<file path="src/rtl/serial_addsub.sv">
// -----------------------------------------------------------------------------
// serial_addsub
//
// Bit-serial add/subtract unit. This is the sequential, area-reduced
// counterpart of a parallel ripple adder. Both operands are taken in over a
// valid/ready handshake. The unit then walks a single full-adder cell across
// the operands, one bit per clock and LSB first. The result is returned over a
// second valid/ready handshake.
//
// Subtraction is A + ~B + ~borrow_in. This uses the same adder cell as the add
// path. The carry-out of that sum is the inverse of the borrow-out.
//
// Ports
//   clk        in   1      rising-edge clock
//   rst_n      in   1      asynchronous active-low reset
//   in_valid   in   1      a/b/sub/cin are valid
//   in_ready   out  1      unit can accept operands (IDLE only)
//   a          in   WIDTH  operand A
//   b          in   WIDTH  operand B
//   sub        in   1      0: add, 1: subtract
//   cin        in   1      add: carry-in, subtract: borrow-in
//   out_valid  out  1      result/cout/ovf are valid
//   out_ready  in   1      consumer accepts the result
//   result     out  WIDTH  sum/difference, mod 2^WIDTH
//   cout       out  1      add: carry-out, subtract: borrow-out
//   ovf        out  1      signed (two's complement) overflow
//   busy       out  1      high while shifting or holding a result
// -----------------------------------------------------------------------------
module serial_addsub #(
   parameter int WIDTH = 4
) (
   input  logic             clk,
   input  logic             rst_n,
   input  logic             in_valid,
   output logic             in_ready,
   input  logic [WIDTH-1:0] a,
   input  logic [WIDTH-1:0] b,
   input  logic             sub,
   input  logic             cin,
   output logic             out_valid,
   input  logic             out_ready,
   output logic [WIDTH-1:0] result,
   output logic             cout,
   output logic             ovf,
   output logic             busy
);

   // The counter must hold the values 0..WIDTH-1. One spare bit keeps the
   // width sane for WIDTH values that are exact powers of two.
   localparam int CW = $clog2(WIDTH) + 1;

   localparam logic [1:0] ST_IDLE  = 2'd0;
   localparam logic [1:0] ST_SHIFT = 2'd1;
   localparam logic [1:0] ST_DONE  = 2'd2;

   logic [1:0]       state_q,  state_d;
   logic [WIDTH-1:0] a_q,      a_d;      // operand A, shifted right each step
   logic [WIDTH-1:0] b_q,      b_d;      // operand B (inverted for subtract)
   logic [WIDTH-1:0] res_q,    res_d;    // sum bits enter at the MSB
   logic             carry_q,  carry_d;
   logic             c_msb_q,  c_msb_d;  // carry into the MSB step
   logic             sub_q,    sub_d;
   logic [CW-1:0]    cnt_q,    cnt_d;

   // ---------------------------------------------------------------------------
   // Single full-adder cell. It works on the current LSBs of the operand shift
   // registers.
   // ---------------------------------------------------------------------------
   logic fa_a;
   logic fa_b;
   logic fa_sum;
   logic fa_co;
   logic last_step;

   assign fa_a      = a_q[0];
   assign fa_b      = b_q[0];
   assign fa_sum    = fa_a ^ fa_b ^ carry_q;
   assign fa_co     = (fa_a & fa_b) | (carry_q & (fa_a ^ fa_b));
   assign last_step = (cnt_q == CW'(WIDTH - 1));

   // ---------------------------------------------------------------------------
   // Next-state logic
   // ---------------------------------------------------------------------------
   always_comb begin
      // NOTE: every signal gets a default before the case statement. Any path
      // that leaves a signal unassigned would otherwise infer a latch.
      state_d = state_q;
      a_d     = a_q;
      b_d     = b_q;
      res_d   = res_q;
      carry_d = carry_q;
      c_msb_d = c_msb_q;
      sub_d   = sub_q;
      cnt_d   = cnt_q;

      case (state_q)
         ST_IDLE: begin
            if (in_valid) begin
               a_d     = a;
               b_d     = sub ? ~b : b;
               carry_d = sub ? ~cin : cin;
               sub_d   = sub;
               cnt_d   = '0;
               state_d = ST_SHIFT;
            end
         end

         ST_SHIFT: begin
            a_d     = a_q >> 1;
            b_d     = b_q >> 1;
            res_d   = {fa_sum, res_q[WIDTH-1:1]};
            carry_d = fa_co;
            cnt_d   = cnt_q + CW'(1);
            if (last_step) begin
               // The carry into the sign-bit step is needed for signed
               // overflow detection.
               c_msb_d = carry_q;
               state_d = ST_DONE;
            end
         end

         ST_DONE: begin
            if (out_ready) begin
               state_d = ST_IDLE;
            end
         end

         default: begin
            state_d = ST_IDLE;
         end
      endcase
   end

   // ---------------------------------------------------------------------------
   // State registers. The datapath is only WIDTH bits wide and has a defined
   // reset value, so every register is reset.
   // ---------------------------------------------------------------------------
   always_ff @(posedge clk or negedge rst_n) begin
      if (!rst_n) begin
         state_q <= ST_IDLE;
         a_q     <= '0;
         b_q     <= '0;
         res_q   <= '0;
         carry_q <= 1'b0;
         c_msb_q <= 1'b0;
         sub_q   <= 1'b0;
         cnt_q   <= '0;
      end else begin
         // NOTE: non-blocking assignments. Every register samples the values
         // from before the edge, which keeps the shift chain intact.
         state_q <= state_d;
         a_q     <= a_d;
         b_q     <= b_d;
         res_q   <= res_d;
         carry_q <= carry_d;
         c_msb_q <= c_msb_d;
         sub_q   <= sub_d;
         cnt_q   <= cnt_d;
      end
   end

   // ---------------------------------------------------------------------------
   // Outputs. The handshake signals are decoded from state only.
   //
   // cout and ovf are decoded from the final carry. Nothing changes that carry
   // between DONE and the next accept, so both outputs stay stable until then.
   // For subtract, borrow is the inverse of the carry.
   // ---------------------------------------------------------------------------
   assign in_ready  = (state_q == ST_IDLE);
   assign out_valid = (state_q == ST_DONE);
   assign busy      = (state_q != ST_IDLE);
   assign result    = res_q;
   assign cout      = sub_q ^ carry_q;
   assign ovf       = c_msb_q ^ carry_q;

endmodule

</file>
<file path="config.mk">
export PLATFORM = sky130hd
export DESIGN_NAME = serial_addsub
export DESIGN_NICKNAME = d
export VERILOG_FILES = /design/src/rtl/serial_addsub.sv
export SDC_FILE = /design/constraint.sdc
export NUM_CORES = 1
export LEC_CHECK = 0
export CAP_MARGIN = 20
export CORE_ASPECT_RATIO = 1.1
export CORE_MARGIN = 5
export CORE_UTILIZATION = 51
export CTS_CLUSTER_DIAMETER = 30
export DETAILED_ROUTE_END_ITERATION = 8
export PLACE_DENSITY = 0.9
export REMOVE_ABC_BUFFERS = 1
export SLEW_MARGIN = 10
export SYNTH_ARGS = -nofsm -noshare
export SYNTH_HDL_FRONTEND = slang
export SYNTH_SLANG_ARGS = --single-unit
export TNS_END_PERCENT = 100
</file>
<file path="constraint.sdc">
create_clock -name clk -period 3.15 [get_ports clk]
set_input_delay 0.63 -clock clk [delete_from_list [all_inputs] [get_ports clk]]
set_output_delay 0.63 -clock clk [all_outputs]
set_load 0.1 [all_outputs]
</file>
==> tab_implementation.tex <==
\begin{tabular}{lr}
\hline
Metric & Value \\
\hline
\multicolumn{2}{l}{\textbf{Run status}} \\
\quad Status & finished, final reports clean \\
\multicolumn{2}{l}{\textbf{Timing}} \\
\quad Rel. slew slack & 42.73\% \\
\quad Number of hold-slack violations in the final timing report & 0 \\
\quad Final setup skew & 0.004254 ns \\
\quad Final sum of negative setup slack & 0 ns \\
\quad Slew at the pin closest to its max-slew limit & 0.8564 ns \\
\quad Final count of negative-setup-slack endpoints & 0 \\
\quad Max Freq & 477.4 MHz \\
\quad Setup repair after global routing missed its margin & no \\
\quad Final period util & 66.50\% \\
\quad Number of pins with negative max-slew slack in the final report & 0 \\
\quad Fin crit period & 2.095 ns \\
\multicolumn{2}{l}{\textbf{Detailed routing}} \\
\quad Number of vias in the routed layout & 724 \\
\quad Total wire length & 1801 um \\
\quad Vias per inst & 5.569 \\
\quad Per-cell routed wire length & 13.85 um \\
\quad Total iterations of the first detailed-routing run & 4 \\
\quad Antenna-violating nets left & 0 \\
\quad Number of remaining DRC errors & 0 \\
\quad Detailed Route Iter0 Violations & 7 \\
\multicolumn{2}{l}{\textbf{Synthesis}} \\
\quad Fraction of synthesized cell area taken by the top area cell type & 52.56\% \\
\quad Number of synthesized flops with an enable pin & 0 \\
\quad Number of distinct library cells after synthesis & 24 \\
\quad Largest family of logic cells by synthesized area & simple AND/OR/NAND/NOR gates \\
\quad Mux share of post-synthesis cell area & 2.365\% \\
\quad Post-synthesis sequential area ratio & 52.56\% \\
\quad Fraction of the mapped netlist area in adder cells & 4.731\% \\
\quad Post-Syn Area per Cell & 10.35 sq um \\
\quad Most area-hungry cell type in the Yosys netlist & dfrtp\_1 \\
\quad Cell count after synthesis & 92 \\
\quad Synth cell count leaders & 21 x nand2\_1, 20 x dfrtp\_1, 8 x o21ai\_0 \\
\quad Synth Cell Area & 952.2 sq um \\
\quad Proportion of register bits with asynchronous set or reset after synthesis & 100.0\% \\
\quad Synthesized-area fraction occupied by xor and xnor cells & 6.439\% \\
\quad Post-Synth Simple-Gate Area & 17.08\% \\
\quad Warning count from the yosys run & 0 \\
\quad Cell types with the largest area share after synthesis & dfrtp\_1 53\%, nand2\_1 8.3\%, xnor2\_1 4.6\%, o21ai\_0 4.2\%, nand3\_1 3.2\% \\
\quad Post-synthesis register bit count & 20 \\
\quad Most frequent cell after synthesis & nand2\_1 \\
\quad Synthesized-area fraction occupied by ao, oa, aoi and oai cells & 11.56\% \\
\quad Most used flip-flop cell after synthesis & dfrtp\_1 \\
\multicolumn{2}{l}{\textbf{Die}} \\
\quad Effective utilization at floorplan & 53.44\% \\
\quad Die width & 51.20 um \\
\quad Std cell rows & 16 \\
\quad Floorplan die area & 2832 sq um \\
\quad Die outline height & 55.32 um \\
\quad Standard cell core area & 1782 sq um \\
\quad Count of boundary I/O pins & 23 \\
\multicolumn{2}{l}{\textbf{Clock network}} \\
\quad CTS sink count & 20 \\
\quad Number of buffers inserted by hold repair at cts & 0 \\
\quad H-tree lvl count & 1 \\
\quad CTS clk-pin slew, worst paths & 0.10 ns \\
\quad Root cell of the clock tree & clkbuf\_4 \\
\quad Maximum count of clock buffers along a single path & 2 \\
\quad Clock latency at the later pin of the worst-skew pair & 0.30 ns \\
\quad Total clock buffers created by CTS & 3 \\
\quad Number of buffers added for setup after CTS & 0 \\
\quad Clock tree from TritonCTS & done \\
\quad PostCTS Resize Cnt & 0 \\
\multicolumn{2}{l}{\textbf{Setup path}} \\
\quad Slowest stage cell, crit path & dfrtp\_1 \\
\quad Crit-path cells & or2\_2 -> inv\_1 -> buf\_4 \\
\quad Data required, critical path & 2.52 ns \\
\quad Stage delay of the slowest cell on the critical path & 0.47 ns \\
\quad Slack of the worst reg-to-reg path & 1.43 ns \\
\quad Crit end category & output port \\
\quad Crit Path Max Fanout & 9 \\
\quad CP Class & flop to output port \\
\quad Worst path buffer plus inverter count & 2 \\
\quad Cell family contributing the most delay on the critical path & flip-flops \\
\quad Data arrival time of the critical path & 1.46 ns \\
\quad Startpoint Class & flop \\
\multicolumn{2}{l}{\textbf{Global route}} \\
\quad Aggregate global-route resource usage & 14.20\% \\
\quad Number of global-route vias before repair & 701 \\
\quad Pin count of the biggest net entering global routing & 21 \\
\quad Number of antenna violations at the first check in global routing & 0 \\
\quad Total congestion overflow & 0 \\
\quad Wire length of the first global-routing pass & 3056 um \\
\multicolumn{2}{l}{\textbf{Min path}} \\
\quad Min-Delay Path Class & flop to flop \\
\multicolumn{2}{l}{\textbf{Final layout}} \\
\quad Antenna cell count & 0 \\
\quad Fraction of layout cells with a size suffix above 1 & 16.07\% \\
\quad Layout Nets & 131 \\
\quad Area growth syn-to-layout & 21.42\% \\
\quad Share of the core filled with cells & 64.89\% \\
\quad Number of filler instances in the final layout & 152 \\
\quad Final Instance Count excl. Fillers & 130 \\
\multicolumn{2}{l}{\textbf{Flow run}} \\
\quad Max-cap violations & 0 \\
\multicolumn{2}{l}{\textbf{Placement}} \\
\quad Number of buffers added on ports & 22 \\
\quad Placed insts & 127 \\
\quad Sum of net half-perimeters after detailed placement & 1392 um \\
\quad Weighted congestion reported at the end of routability-driven placement & 0.7656 \\
\hline
\end{tabular}
## worst register-to-register path, delay by kind of cell, from the launching register on
family	cells	cell delay, ns
and+or+nand+nor	2	0.81
DFF	1	0.50
muxes	1	0.31
## state kept, by name, indices dropped and copies added, names as in the netlist
register  cells
sub_q         1
cnt_q         3
a_q           4
result        4
b_q           4
carry_q       1
c_msb_q       1
state_q       2
## cells in the final DEF, fill, tap and decap left out
master | netlist | final
buf_4 | 1 | 9
xnor2_1 | 5 | 5
inv_1 | 3 | 3
or3b_4 | 1 | 1
dfrtp_1 | 20 | 20
clkbuf_4 | 0 | 3
clkdlybuf4s50_1 | 0 | 13
nor2_1 | 3 | 3
a221o_1 | 1 | 1
a221o_2 | 2 | 2
ha_1 | 2 | 2
fa_1 | 1 | 1
nand2_1 | 21 | 21
nand2b_1 | 2 | 2
nand3_1 | 6 | 6
or2_2 | 1 | 1
o21bai_1 | 1 | 1
a22oi_1 | 3 | 3
o21ai_0 | 8 | 8
mux2_2 | 2 | 2
xor2_1 | 2 | 2
nor2b_1 | 2 | 2
o211ai_1 | 1 | 1
## metrics by stage
stage	hold WS, ns	instance area, sq um	setup slack [ns]
finish	0.4894	1156	1.055
global route	0.5245	1156	0.9820
CTS	0.4923	1156	1.053
detailed placement	0.4696	1134	1.111
global placement	0.4585	1134	1.141
floorplan	0.3344	913.4	0.6459
## layout make-up
class	instances	area (sq um)	share of cell area (%)
well taps	18	22.52	1.948
flip-flops and latches	20	500.5	43.29
inverters	3	11.26	0.9740
repair buffers	22	197.7	17.10
clock buffers	3	22.52	1.948
multi-input cells	64	401.6	34.74
## cells by family (layout without fill, tap and decap cells)
group / count (synthesis) / in the layout
simple gates: 36 / 36
flops: 20 / 20
mux: 2 / 2
compound gates: 16 / 16
fa+ha+maj: 3 / 3
xor+xnor: 7 / 7
buf+inv: 8 / 28
## path summary, 6_finish.rpt
path                                         from                endpoint  cells past startpoint
setup / recovery           state_q[1]$_DFFE_PN0P_                in_ready                      3
setup reg to reg           state_q[0]$_DFFE_PN0P_     c_msb_q$_DFFE_PN0P_                      3
hold / removal              result[0]$_DFFE_PN0P_   result[0]$_DFFE_PN0P_                      2
min in group asynchronous                   rst_n   result[1]$_DFFE_PN0P_                      1
hold reg to reg             result[0]$_DFFE_PN0P_   result[0]$_DFFE_PN0P_                      2
max in group asynchronous                   rst_n  state_q[1]$_DFFE_PN0P_                      1
## metal layers
layer	vias up	global-route usage, %	wire, um
li1	348	-	-
met1	351	17.41	746
met2	20	21.73	900
met3	5	1.882	96
met4	0	11.54	58
met5	-	0	0
Power is not shown: default switching activity piles up to over one toggle a cycle in this logic, so the estimate is an artifact.
